**src/rtl/motor_pkg.sv**
```systemverilog
// motor_pkg -- shared encodings and constants for motor_pwm_driver.
// Holds the command direction codes, the channel state encoding, the
// power-code-to-duty lookup and the width of the dead-time counter.
// The optional soft ramp (macro SOFT_RAMP_EN) lives in motor_channel.
package motor_pkg;

    // Direction field of a motor command, bits [1:0]
    localparam logic [1:0] DIR_FWD     = 2'b00;
    localparam logic [1:0] DIR_NEUTRAL = 2'b01;
    localparam logic [1:0] DIR_REV     = 2'b10;
    localparam logic [1:0] DIR_ILLEGAL = 2'b11;

    localparam int CMD_W   = 5;   // {power[2:0], dir[1:0]}
    localparam int PHASE_W = 3;   // eight ticks per PWM period
    localparam int DUTY_W  = 3;   // duty expressed in eighths, 0..7
    localparam int DEAD_W  = 4;   // holds DEAD_PERIODS up to 15

    typedef enum logic [1:0] {
        ST_COAST = 2'd0,
        ST_FWD   = 2'd1,
        ST_REV   = 2'd2,
        ST_DEAD  = 2'd3
    } chan_state_t;

    // Duty in eighths indexed by power code: code n gives n+1, except
    // code 7 which is held at 7/8 so the bootstrap supply can recharge.
    localparam logic [8*DUTY_W-1:0] DUTY_LUT = {
        3'd7, 3'd7, 3'd6, 3'd5, 3'd4, 3'd3, 3'd2, 3'd1
    };

    function automatic logic [DUTY_W-1:0] duty_of(input logic [2:0] power);
        return DUTY_LUT[int'(power)*DUTY_W +: DUTY_W];
    endfunction

endpackage

```
**src/rtl/motor_channel.sv**
```systemverilog
// motor_channel -- one H-bridge channel: direction FSM, dead-time counter,
// duty register and registered bridge outputs. Commands are acted on only
// at period end, so a period in progress is never cut short or stretched.
// Build option SOFT_RAMP_EN: duty walks one eighth per period toward the
// commanded value and every entry into FWD/REV starts from duty 1.
module motor_channel
    import motor_pkg::*;
#(
    parameter int DEAD_PERIODS = 4
) (
    input  logic               i_clk,
    input  logic               i_rst,
    input  logic               i_period_end,
    input  logic [PHASE_W-1:0] i_phase,
    input  logic [CMD_W-1:0]   i_cmd,
    output logic               o_ina,
    output logic               o_inb,
    output logic               o_pwm,
    output logic               o_busy,
    output logic               o_illegal
);

    chan_state_t         r_state;
    logic [DEAD_W-1:0]   r_dead;
    logic [DUTY_W-1:0]   r_duty;
    logic                r_illegal;
    logic                r_ina;
    logic                r_inb;
    logic                r_pwm;
    logic                r_busy;
    logic                r_illegal_out;

    logic [1:0]          w_dir;
    logic [DUTY_W-1:0]   w_target;
    logic [DUTY_W-1:0]   w_entry_duty;
    logic [DUTY_W-1:0]   w_hold_duty;

    assign w_dir    = i_cmd[1:0];
    assign w_target = duty_of(i_cmd[4:2]);

`ifdef SOFT_RAMP_EN
    // Ramp: start every drive phase at 1/8 and move one step per period.
    always_comb begin
        // NOTE: both outputs get a value on every path, so no latch is inferred.
        w_entry_duty = DUTY_W'(1);
        w_hold_duty  = r_duty;
        if (r_duty < w_target) begin
            w_hold_duty = r_duty + DUTY_W'(1);
        end else if (r_duty > w_target) begin
            w_hold_duty = r_duty - DUTY_W'(1);
        end
    end
`else
    assign w_entry_duty = w_target;
    assign w_hold_duty  = w_target;
`endif

    // Channel FSM: state, dead counter and duty advance at period end;
    // bridge outputs are re-registered every clock from the settled state.
    always_ff @(posedge i_clk) begin
        // NOTE: reset is synchronous -- tested inside the clocked block, not in the sensitivity list.
        if (i_rst) begin
            r_state       <= ST_COAST;
            r_dead        <= '0;
            r_duty        <= '0;
            r_illegal     <= 1'b0;
            r_ina         <= 1'b0;
            r_inb         <= 1'b0;
            r_pwm         <= 1'b0;
            r_busy        <= 1'b0;
            r_illegal_out <= 1'b0;
        end else begin
            // NOTE: non-blocking assignments -- every right-hand side sees the pre-edge state.
            r_ina         <= (r_state == ST_FWD);
            r_inb         <= (r_state == ST_REV);
            r_pwm         <= ((r_state == ST_FWD) || (r_state == ST_REV)) &&
                             (i_phase < r_duty);
            r_busy        <= (r_state == ST_DEAD);
            r_illegal_out <= r_illegal;

            if (i_period_end) begin
                if (w_dir == DIR_ILLEGAL) begin
                    r_illegal <= 1'b1;
                end

                case (r_state)
                    ST_COAST: begin
                        if (w_dir == DIR_FWD) begin
                            r_state <= ST_FWD;
                            r_duty  <= w_entry_duty;
                        end else if (w_dir == DIR_REV) begin
                            r_state <= ST_REV;
                            r_duty  <= w_entry_duty;
                        end
                    end

                    ST_FWD: begin
                        if (w_dir == DIR_FWD) begin
                            r_duty <= w_hold_duty;
                        end else if (w_dir == DIR_REV) begin
                            // Reversal always passes through coast time.
                            r_state <= ST_DEAD;
                            r_dead  <= DEAD_W'(DEAD_PERIODS);
                            r_duty  <= '0;
                        end else begin
                            r_state <= ST_COAST;
                            r_duty  <= '0;
                        end
                    end

                    ST_REV: begin
                        if (w_dir == DIR_REV) begin
                            r_duty <= w_hold_duty;
                        end else if (w_dir == DIR_FWD) begin
                            r_state <= ST_DEAD;
                            r_dead  <= DEAD_W'(DEAD_PERIODS);
                            r_duty  <= '0;
                        end else begin
                            r_state <= ST_COAST;
                            r_duty  <= '0;
                        end
                    end

                    ST_DEAD: begin
                        if (r_dead <= DEAD_W'(1)) begin
                            // Last dead period: follow the command sampled now.
                            r_dead <= '0;
                            if (w_dir == DIR_FWD) begin
                                r_state <= ST_FWD;
                                r_duty  <= w_entry_duty;
                            end else if (w_dir == DIR_REV) begin
                                r_state <= ST_REV;
                                r_duty  <= w_entry_duty;
                            end else begin
                                r_state <= ST_COAST;
                            end
                        end else begin
                            r_dead <= r_dead - DEAD_W'(1);
                        end
                    end

                    default: begin
                        r_state <= ST_COAST;
                        r_duty  <= '0;
                    end
                endcase
            end
        end
    end

    assign o_ina     = r_ina;
    assign o_inb     = r_inb;
    assign o_pwm     = r_pwm;
    assign o_busy    = r_busy;
    assign o_illegal = r_illegal_out;

endmodule

```
**src/rtl/motor_pwm_driver.sv**
```systemverilog
// motor_pwm_driver -- two-channel H-bridge PWM driver. A shared prescaler
// and 3-bit phase counter define an 8-tick PWM period; both channels act
// on the same period-end strobe. Build option SOFT_RAMP_EN enables the
// per-period duty ramp inside each channel.
module motor_pwm_driver
    import motor_pkg::*;
#(
    parameter int CLK_DIV      = 195,
    parameter int DEAD_PERIODS = 4
) (
    input  logic             CLK,
    input  logic             RST,
    input  logic [CMD_W-1:0] MC1,
    input  logic [CMD_W-1:0] MC2,
    output logic             M1_INA,
    output logic             M1_INB,
    output logic             M1_PWM,
    output logic             M2_INA,
    output logic             M2_INB,
    output logic             M2_PWM,
    output logic [1:0]       BUSY,
    output logic [1:0]       ILLEGAL
);

    localparam int PRESC_W = (CLK_DIV > 2) ? $clog2(CLK_DIV) : 1;

    logic [PRESC_W-1:0] r_presc;
    logic [PHASE_W-1:0] r_phase;
    logic               w_tick;
    logic               w_period_end;

    assign w_tick       = (r_presc == PRESC_W'(CLK_DIV - 1));
    assign w_period_end = w_tick && (r_phase == '1);

    // Prescaler 0..CLK_DIV-1 and the phase counter it advances; 7 wraps to 0.
    always_ff @(posedge CLK) begin
        if (RST) begin
            r_presc <= '0;
            r_phase <= '0;
        end else if (w_tick) begin
            r_presc <= '0;
            r_phase <= r_phase + PHASE_W'(1);
        end else begin
            r_presc <= r_presc + PRESC_W'(1);
        end
    end

    // Right motor
    motor_channel #(
        .DEAD_PERIODS (DEAD_PERIODS)
    ) u_ch1 (
        .i_clk        (CLK),
        .i_rst        (RST),
        .i_period_end (w_period_end),
        .i_phase      (r_phase),
        .i_cmd        (MC1),
        .o_ina        (M1_INA),
        .o_inb        (M1_INB),
        .o_pwm        (M1_PWM),
        .o_busy       (BUSY[0]),
        .o_illegal    (ILLEGAL[0])
    );

    // Left motor
    motor_channel #(
        .DEAD_PERIODS (DEAD_PERIODS)
    ) u_ch2 (
        .i_clk        (CLK),
        .i_rst        (RST),
        .i_period_end (w_period_end),
        .i_phase      (r_phase),
        .i_cmd        (MC2),
        .o_ina        (M2_INA),
        .o_inb        (M2_INB),
        .o_pwm        (M2_PWM),
        .o_busy       (BUSY[1]),
        .o_illegal    (ILLEGAL[1])
    );

endmodule

```
**config.mk**
```make
export PLATFORM = sky130hd
export DESIGN_NAME = motor_pwm_driver
export DESIGN_NICKNAME = d
export VERILOG_FILES = /design/src/rtl/motor_pkg.sv /design/src/rtl/motor_channel.sv /design/src/rtl/motor_pwm_driver.sv
export SDC_FILE = /design/constraint.sdc
export NUM_CORES = 1
export LEC_CHECK = 0
export BUFFER_PORTS_ARGS = -buffer_cell sky130_fd_sc_hd__buf_2
export CORE_ASPECT_RATIO = 1.5
export CORE_MARGIN = 10
export CORE_UTILIZATION = 40
export DETAILED_ROUTE_END_ITERATION = 8
export GPL_TIMING_DRIVEN = 0
export HOLD_SLACK_MARGIN = 0.08
export SYNTH_ARGS = -nofsm -noshare
export SYNTH_HDL_FRONTEND = slang
export SYNTH_SLANG_ARGS = --single-unit
```
**constraint.sdc**
```tcl
create_clock -name CLK -period 2.1 [get_ports CLK]
set_input_delay 0.21 -clock CLK [delete_from_list [all_inputs] [get_ports CLK]]
set_output_delay 0.21 -clock CLK [all_outputs]
set_load 0.005 [all_outputs]
```
==> results by group <==
Power and ir drop
  – Sw Pwr: 0.316 mW
  – Reg power frac: 58.1%
  – Switching portion of total power: 23.3%
  – Clock Power Share: 36.4%
  – Pint: 1.04 mW
  – Combinational Power Share: 5.4%
  – Total Power: 1.36 mW
  – Peak supply drop: 0.343 mV
  – Cell area power density: 523 nW/um2
  – Leak pwr: 1.09 nW

Synthesis
  – Synthesized flop and latch total: 41
  – Post-synth EDFFs: 0
  – Net Count, Synth: 310
  – Largest cells by area after synthesis: dfxtp_1 (36%), ha_1 (16%), inv_1 (4.6%), nor2_1 (4.3%), a21oi_1 (3.9%)
  – Synth Area per Inst: 8.54 um2
  – Area leader, netlist: dfxtp_1
  – Dominant synthesized flop cell: dfxtp_1
  – Synth cell types: 38
  – Post-Synthesis Cells: 268
  – Asr flop ratio synth: 0%
  – Post-Syn Area: 2290 um2
  – Synth top area share: 35.9%
  – Seq/Total Area, Yosys: 35.9%
  – YS warnings: 0

Layout
  – Layout net count: 333
  – Area delta synth->final: 13.1%
  – Final core utilization: 46.8%
  – Most common cell after layout, fill and taps aside: dfxtp_1
  – Multi-input gate area: 1340 um2
  – Layout fillers: 552
  – Sequential cell area: 825 um2
  – Share of cells above drive strength 1: 14.7%
  – Ant diodes: 0
  – Most frequent cells in the layout: dfxtp_1 (38), ha_1 (29), inv_1 (28), nor2_1 (26), a21oi_1 (18)

Setup path
  – Required time worst endpoint: 2.33 ns
  – Arrival @ worst endpoint: 2.20 ns
  – Crit path largest cell delay: 0.41 ns
  – Crit path launch type: flop
  – Crit-path max FO: 8
  – WS Path Type: reg -> reg
  – Worst path cell trace: inv_1, ha_1, and4bb_2, nand4_4, or3_4, or3_1, a21oi_1
  – Register-to-Register Setup Slack: 0.12 ns
  – CP max stage cell: or3_4
  – CP Capture Type: flop

STA
  – Worst-margin pin slew: 0.538 ns
  – Tcrit/Tclk final: 94.2%
  – Max_slew headroom: 64.1%
  – Final Critical Period: 1.98 ns
  – RSZ-0062 raised after global routing: no
  – Setup violators final: 0
  – Final Skew: 0.00775 ns
  – Slew Limit Fails: 0
  – Fmax: 506 MHz
  – Hold Vio Cnt, Final: 0

Clock tree
  – Clock Latency Late Sink: 0.30 ns
  – Htree depth: 2
  – CTS tree: done
  – TritonCTS Sinks: 41
  – Clock transition at path regs: 0.08 ns
  – Root buf cell: clkbuf_8
  – Number of buffers created by CTS: 5
  – CTS Buffer Depth: 2

Global route
  – Vias in the first global route: 1,755
  – Grt ovf: 0
  – Largest net degree at the start of global routing: 13
  – First-pass GRT wire length: 7600 um
  – Gr usage total: 10.2%
  – Initial antenna violation count: 0

Floorplan
  – CORE AREA: 5530 um2
  – Die Height: 113 um
  – Initial Utilization: 41.4%
  – # rows: 33
  – Die Area: 9210 um2
  – Ports: 22
  – Die width: 81.8 um

Routing
  – Via count: 1,798
  – Routed length per placed instance: 12.2 um
  – Routed Antenna Nets: 0
  – Drt drc: 0
  – Initial DRC count: 68
  – Post-Route WL: 4400 um
  – Via/cell ratio: 4.97
  – DR pass1 iterations: 4

Placed design
  – RePlAce Congestion: 0.798
  – PortBufs: 17
  – DP HPWL: 3330 um

Job
  – Maxcap violations: 0

Outcome
  – Status: completed

Min path
  – Worst min-delay path class: in -> reg
[worst max-delay path, delay by kind of cell, from the launching register on]
kind,cells,cell delay [ns]
DFF,1,0.35
AOI/OAI and AO/OA,1,0.14
and+or+nand+nor,4,1.21
buffers and inverters,1,0.07
adders and majority gates,1,0.14
[synthesized netlist by cell type (3+ instances only)]
library cell  number
xnor2_1            4
o21ai_0           15
dfxtp_1           41
or3_1             12
nand3b_1           3
nor2b_1            5
o31a_1             3
nand3_1            6
nor3_1             5
clkbuf_1           9
nand2b_1           7
nand2_1           14
xor2_1             3
mux2i_1            6
a21oi_1           18
nor2_1            26
ha_1              30
inv_1             28
buf_4              4
[flip-flops by register name, indices dropped and copies added, names as in the netlist, 2 cells and up]
| name | cells |
|---|---|
| u_ch1.r_duty | 3 |
| r_phase | 3 |
| u_ch2.r_duty | 3 |
| r_presc | 8 |
| u_ch1.r_state | 2 |
| u_ch2.r_state | 2 |
| u_ch2.r_dead | 4 |
| u_ch1.r_dead | 4 |
[what timing repair did]
item,4_1_cts,5_1_grt
resized for setup,2,10
setup endpoints to repair,5,6
hold buffers,0,0
setup buffers,0,1
pin swaps,1,2
[power groups by stage]
stage	sequential [mW]	combinational, mW	clock [mW]
final	0.788	0.0735	0.494
after global routing	0.788	0.0858	0.545
after CTS	0.787	0.0748	0.515
after detailed placement	0.806	0.0744	0
after global placement	0.805	0.0727	0
after floorplan	0.804	0.0475	0
[path summary, 6_finish.rpt]
path / startpoint / to / cells past startpoint
max: r_presc[0] / u_ch2.r_dead[1] / 7
min: RST / u_ch2.o_illegal / 2
max reg2reg: r_presc[0] / u_ch2.r_dead[1] / 7
min reg2reg: u_ch1.r_duty[1] / u_ch1.r_duty[1] / 2
[layer usage]
metal,vias to the layer above,track usage [%],routed length [um]
met3,8,3.35,275
met4,0,5.01,96
li1,945,-,-
met2,32,16.9,2190
met1,813,11.1,1840
met5,-,0,0
[kinds of logic after synthesis]
group	Yosys count	synth area share, %
simple gates	87	19.8
compound gates	55	15.0
buf+inv	42	7.60
flops	41	35.9
fa+ha+maj	30	16.4
xor+xnor	7	2.68
mux	6	2.62
[final cells by class]
| class | count | area share, % |
|---|---|---|
| Clock buffer | 6 | 2.80 |
| Sequential cell | 41 | 31.9 |
| Tap cell | 70 | 3.38 |
| Clock inverter | 2 | 0.387 |
| Inverter | 28 | 4.06 |
| Timing Repair Buffer | 18 | 3.58 |
| Buffer | 12 | 2.32 |
| Multi-Input combinational cell | 185 | 51.6 |
[metrics by stage]
step / TNS, ns / cell area, um2 / setup slack (ns) / hold slack, ns / cells
after global routing: 0 / 2590 / 0.00909 / 0.239 / 362
after detailed placement: -0.108 / 2460 / -0.0341 / 0.446 / 355
after global placement: -0.0400 / 2460 / -0.0388 / 0.445 / 355
after floorplan: 0 / 2290 / 0.219 / 0.293 / 268
final: 0 / 2590 / 0.122 / 0.204 / 362
after CTS: 0 / 2560 / 0.00234 / 0.211 / 363
Power figures use the tool's default switching activity.
